File: config.mk
export PLATFORM = sky130hd
export DESIGN_NAME = servile_rr_arbiter
export DESIGN_NICKNAME = d
export VERILOG_FILES = /design/src/rtl/servile_arb_pkg.sv /design/src/rtl/servile_rr_pick.sv /design/src/rtl/servile_rr_arbiter.sv
export SDC_FILE = /design/constraint.sdc
export NUM_CORES = 1
export LEC_CHECK = 0
export BUFFER_PORTS_ARGS = -buffer_cell sky130_fd_sc_hd__buf_2
export CAP_MARGIN = 5
export CORE_AREA = 2 2 110 112
export CTS_BUF_LIST = sky130_fd_sc_hd__clkbuf_4 sky130_fd_sc_hd__clkbuf_8 sky130_fd_sc_hd__clkbuf_16
export CTS_CLUSTER_SIZE = 24
export DETAILED_ROUTE_END_ITERATION = 8
export DIE_AREA = 0 0 112 114
export PLACE_DENSITY = 0.51
export SLEW_MARGIN = 20
export SYNTH_ARGS = -nofsm -noshare
export SYNTH_HDL_FRONTEND = slang
export SYNTH_HIERARCHICAL = 1
export SYNTH_SLANG_ARGS = --single-unit
File: constraint.sdc
create_clock -name i_clk -period 1.46 [get_ports i_clk]
set_input_delay 0 -clock i_clk [delete_from_list [all_inputs] [get_ports i_clk]]
set_output_delay 0 -clock i_clk [all_outputs]
set_load 0.01 [all_outputs]
File: src/rtl/servile_arb_pkg.sv
// Shared types and constants for the servile N-master round-robin arbiter.
package servile_arb_pkg;

   typedef enum logic {
      ARB_IDLE = 1'b0,
      ARB_BUSY = 1'b1
   } arb_state_t;

   localparam int ARB_TIMEOUT_DEFAULT = 255;

   function automatic int ptr_w(input int nm);
      return ($clog2(nm) < 1) ? 1 : $clog2(nm);
   endfunction

endpackage

File: src/rtl/servile_rr_pick.sv
// Combinational round-robin picker: one-hot grant to the first requester at or after ptr.
module servile_rr_pick
   import servile_arb_pkg::*;
#(
   parameter int NM = 2,
   parameter int PW = 1
) (
   input  logic [NM-1:0] req,
   input  logic [PW-1:0] ptr,
   output logic [NM-1:0] gnt
);

   logic        found;
   int unsigned slot;

   // Outer loop walks the priority order; inner loop keeps every index a loop constant.
   always_comb begin
      gnt   = '0;
      found = 1'b0;
      slot  = 0;
      for (int unsigned i = 0; i < NM; i++) begin
         slot = 32'(ptr) + i;
         if (slot >= NM)
            slot = slot - NM;
         for (int unsigned j = 0; j < NM; j++) begin
            if (!found && (j == slot) && req[j]) begin
               gnt[j] = 1'b1;
               found  = 1'b1;
            end
         end
      end
   end

endmodule

File: src/rtl/servile_rr_arbiter.sv
// N-master Wishbone classic arbiter with registered round-robin grant onto one memory port.
// Optional BUSY watchdog enabled by defining SERVILE_ARB_TIMEOUT_EN.
module servile_rr_arbiter
   import servile_arb_pkg::*;
#(
   parameter int NM      = 2,
   parameter int AW      = 32,
   parameter int DW      = 32,
   parameter int TIMEOUT = ARB_TIMEOUT_DEFAULT
) (
   input  logic                 i_clk,
   input  logic                 i_rst,
   input  logic [NM*AW-1:0]     i_wb_m_adr,
   input  logic [NM*DW-1:0]     i_wb_m_dat,
   input  logic [NM*(DW/8)-1:0] i_wb_m_sel,
   input  logic [NM-1:0]        i_wb_m_we,
   input  logic [NM-1:0]        i_wb_m_stb,
   output logic [DW-1:0]        o_wb_m_rdt,
   output logic [NM-1:0]        o_wb_m_ack,
   output logic [NM-1:0]        o_wb_m_err,
   output logic [AW-1:0]        o_wb_mem_adr,
   output logic [DW-1:0]        o_wb_mem_dat,
   output logic [DW/8-1:0]      o_wb_mem_sel,
   output logic                 o_wb_mem_we,
   output logic                 o_wb_mem_stb,
   input  logic [DW-1:0]        i_wb_mem_rdt,
   input  logic                 i_wb_mem_ack,
   output logic [NM-1:0]        o_grant
);

   localparam int SW = DW / 8;
   localparam int PW = ptr_w(NM);

   if ((TIMEOUT < 1) || (TIMEOUT > 65535)) begin : g_bad_timeout
      $error("servile_rr_arbiter: TIMEOUT must fit a 16-bit counter");
   end

   arb_state_t    state, state_n;
   logic [NM-1:0] grant, grant_n, pick_gnt;
   logic [PW-1:0] ptr, ptr_n, ptr_adv;
   logic          stb_g;
   logic          tmo;

   servile_rr_pick #(.NM(NM), .PW(PW)) u_pick (
      .req (i_wb_m_stb),
      .ptr (ptr),
      .gnt (pick_gnt)
   );

   assign o_grant    = grant;
   assign o_wb_m_rdt = i_wb_mem_rdt;
   assign stb_g      = |(i_wb_m_stb & grant);

   always_comb begin
      ptr_adv = '0;
      for (int unsigned k = 0; k < NM; k++) begin
         if (grant[k])
            ptr_adv = (k == NM - 1) ? '0 : PW'(k + 1);
      end
   end

`ifdef SERVILE_ARB_TIMEOUT_EN
   logic [15:0] tmo_cnt;

   always_ff @(posedge i_clk or posedge i_rst) begin
      if (i_rst)
         tmo_cnt <= '0;
      else if (state == ARB_IDLE)
         tmo_cnt <= '0;
      else
         tmo_cnt <= tmo_cnt + 16'd1;
   end

   assign tmo        = (state == ARB_BUSY) && (tmo_cnt == 16'(TIMEOUT));
   assign o_wb_m_err = grant & {NM{tmo & ~i_wb_mem_ack}};
`else
   assign tmo        = 1'b0;
   assign o_wb_m_err = '0;
`endif

   always_ff @(posedge i_clk or posedge i_rst) begin
      if (i_rst) begin
         state <= ARB_IDLE;
         grant <= '0;
         ptr   <= '0;
      end else begin
         state <= state_n;
         grant <= grant_n;
         ptr   <= ptr_n;
      end
   end

   // Completion, abort and timeout all release the grant and advance ptr past g.
   always_comb begin
      state_n = state;
      grant_n = grant;
      ptr_n   = ptr;
      case (state)
         ARB_IDLE: begin
            if (|i_wb_m_stb) begin
               state_n = ARB_BUSY;
               grant_n = pick_gnt;
            end
         end
         ARB_BUSY: begin
            if (i_wb_mem_ack || tmo || !stb_g) begin
               state_n = ARB_IDLE;
               grant_n = '0;
               ptr_n   = ptr_adv;
            end
         end
         default: begin
            state_n = ARB_IDLE;
            grant_n = '0;
         end
      endcase
   end

   always_comb begin
      o_wb_mem_adr = '0;
      o_wb_mem_dat = '0;
      o_wb_mem_sel = '0;
      o_wb_mem_we  = 1'b0;
      o_wb_mem_stb = 1'b0;
      o_wb_m_ack   = '0;
      if (state == ARB_BUSY) begin
         for (int unsigned k = 0; k < NM; k++) begin
            if (grant[k]) begin
               o_wb_mem_adr = i_wb_m_adr[k*AW +: AW];
               o_wb_mem_dat = i_wb_m_dat[k*DW +: DW];
               o_wb_mem_sel = i_wb_m_sel[k*SW +: SW];
               o_wb_mem_we  = i_wb_m_we[k] & i_wb_m_stb[k];
            end
         end
         o_wb_mem_stb = stb_g;
         o_wb_m_ack   = grant & {NM{i_wb_mem_ack | tmo}};
      end
   end

endmodule
==> results.cfg <==
[floorplanning]
dieArea_mm2 = 0.0128
io_pins = 283
die_h_um = 114
fp-row-count = 40
die_w_um = 112
core_area_mm2 = 0.0117
start_util_pct = 10.4

[critical_path]
r2r_slack_ns = 0.10
reg2reg_depth = 6
path_class = reg2out
crit_buf_inv = 3
cpPeakStageDelay_ns = 0.39
startpoint = state
required_ns = 1.46
crit_fanout = 18
crit_path_top_delay_cell = dfrtp_1
worst_r2r_endpoint = ptr
critPathCapture = o_wb_mem_dat[25]
path_depth = 6
crit_family = buffers and inverters
critical_path.startpoint_type = flop
critical_path.cell_chain = nand2_2 -> nor2_4 -> buf_12 -> clkbuf_16 -> a22o_1 -> buf_2
timing.rr.start = state
arrival_ns = 1.47
crit_path_end_kind = output pin

[yosys]
syn_area_mm2 = 0.00121
synth_area_per_cell_um2 = 8.15
synthCells = 149
synth.distinct_cells = 24
yosysSeqAreaShare_pct = 8.24
synth.cells.most_frequent = 69 x a22o_1, 37 x buf_4, 11 x buf_2
synth_edf_count = 0
ys_seq_elements = 4
yosys.area.top_type_share_pct = 49.7
synthTopCellsByArea = a22o_1 50%, buf_4 23%, dfrtp_1 8.2%
synth_flop_cell = dfrtp_1
async_flop_share_pct = 100
ys.warnings.count = 6
yosysMostFrequentCell = a22o_1
yosysTopAreaCell = a22o_1

[timing]
fin_ws_ns = -0.0103
finalHoldViolations = 0
rsz0062_at_grt = yes
setup_viol = 6
period_minus_slack_ns = 1.47
timing.final.crit_share_pct = 101
clock.fmax_ghz = 0.680
drv_slew = 0
clock_skew_ns = 0.00120

[final_layout]
fill_cells = 1332
multi_input_area_um2 = 762
diodes = 0
regArea_um2 = 103
drive_gt1_share_pct = 71.2
area_growth_pct = 99.0
fin_nets = 510
fin_cells = 480
stdcell_area_mm2 = 0.00242

[clocking]
cts-buffers-inserted = 3
worst_skew_pair.late_latency_ns = 0.22
cts_sinks = 4
cts_root_buf = clkbuf_16
ctsHtreeMaxLevel = 1
clockBufferDepth = 2
cts_tree = built
clkTransAtPathRegs_ns = 0.03

[place]
dpl.cell_count = 468
place_congestion = 0.655
port_buffers = 216
dpl_cell_area_mm2 = 0.00220
dp_hpwl_um = 5140

[global_routing]
grt_pass1_wl_um = 8350
first_global_vias = 1754
antenna_found_initial = 0
grt_overflow = 0
grt_util_all_layers_pct = 8.14
grt_max_degree = 37

[drt]
drt-pass1-iter-count = 4
drt-total-wl_um = 6500
vias = 1957
antenna_left = 0
drt_first_iter_violations = 42
drc = 0
wl_per_cell_um = 13.5
vias_per_cell = 4.08

[pwr]
max-vdd-ir-drop_v = 0.000323
power_density_mw_per_mm2 = 1120
power.leakage_nw = 1.44
total_power_mw = 2.71

[run_status]
status = finished, violations left
violations = setup timing

[run]
max-cap-violations = 0

[min_path]
min_path_type = in2out
## cell type report
cell class                 instances  share of cell area, %
sequential                         4                   4.24
multi-input combinational         94                   31.5
timing repair buffer             230                   53.2
inverter                           2                  0.311
tap                              147                   7.61
clock buffer                       3                   3.11
## worst min path at each step
stage,start,end,slack (ns),cells past startpoint
after global placement,i_rst,o_grant[0],-0.11,2
after global routing,i_wb_mem_rdt[9],o_wb_m_rdt[9],0.00002,0
final,i_wb_mem_rdt[9],o_wb_m_rdt[9],0.000004,0
after detailed placement,i_rst,o_grant[0],-0.10,2
after CTS,i_wb_mem_rdt[11],o_wb_m_rdt[11],0.00007,0
after floorplan,i_rst,o_grant[0],-0.23,1
## through the flow
step | hold slack, ns | setup TNS, ns | utilization (%) | setup WS (ns)
after global routing | 0.0000168 | -2.41 | 20.6 | -0.0618
after global placement | -0.112 | 0 | 18.8 | 0.112
after detailed placement | -0.105 | 0 | 18.8 | 0.0598
after floorplan | -0.234 | 0 | - | 0.142
after CTS | 0.0000686 | -0.00315 | 19.6 | -0.00315
final | 0.00000449 | -0.0253 | 20.6 | -0.0103
## report_power, final
group	total, mW	internal [mW]	switching (mW)
clock network	0.425	0.350	0.0751
logic	2.09	1.08	1.00
registers	0.202	0.154	0.0474
## layer usage
metal	up-vias	GRT usage (%)	wire length, um
met2	153	15.4	3310
li1	918	-	-
met5	-	0	0
met4	0	3.17	110
met3	14	1.59	685
met1	872	8.97	2390
## what timing repair did
item,in CTS,in global routing
setup buffers,0,6
hold buffers,1,0
pin swaps,0,25
endpoints found under the setup margin,68,67
cloned,0,2
endpoints found under the hold margin,4,0
gates resized for setup,5,3
## registers in the layout (all words and copies together), names as in the netlist
register / flops
state: 1
ptr: 1
o_grant: 2
## cells in the final DEF (no fill, tap or decap), types with 2 or more instances in the layout
| cell | n |
|---|---|
| a21boi_1 | 2 |
| dfrtp_2 | 2 |
| nand3_1 | 2 |
| buf_12 | 5 |
| and3_1 | 2 |
| dfrtp_1 | 2 |
| a22o_1 | 69 |
| buf_4 | 6 |
| inv_1 | 2 |
| nor2_1 | 2 |
| buf_2 | 216 |
| o21ai_0 | 2 |
| conb_1 | 2 |
| clkbuf_16 | 5 |
## cells by family after synthesis
| group | share of synthesized area [%] |
|---|---|
| and+or+nand+nor | 6.59 |
| muxes | 0.824 |
| other | 0.309 |
| buffers and inverters | 29.9 |
| DFF | 8.24 |
| AOI/OAI and AO/OA | 54.2 |
Note: power is estimated with default switching activity, not from simulation.
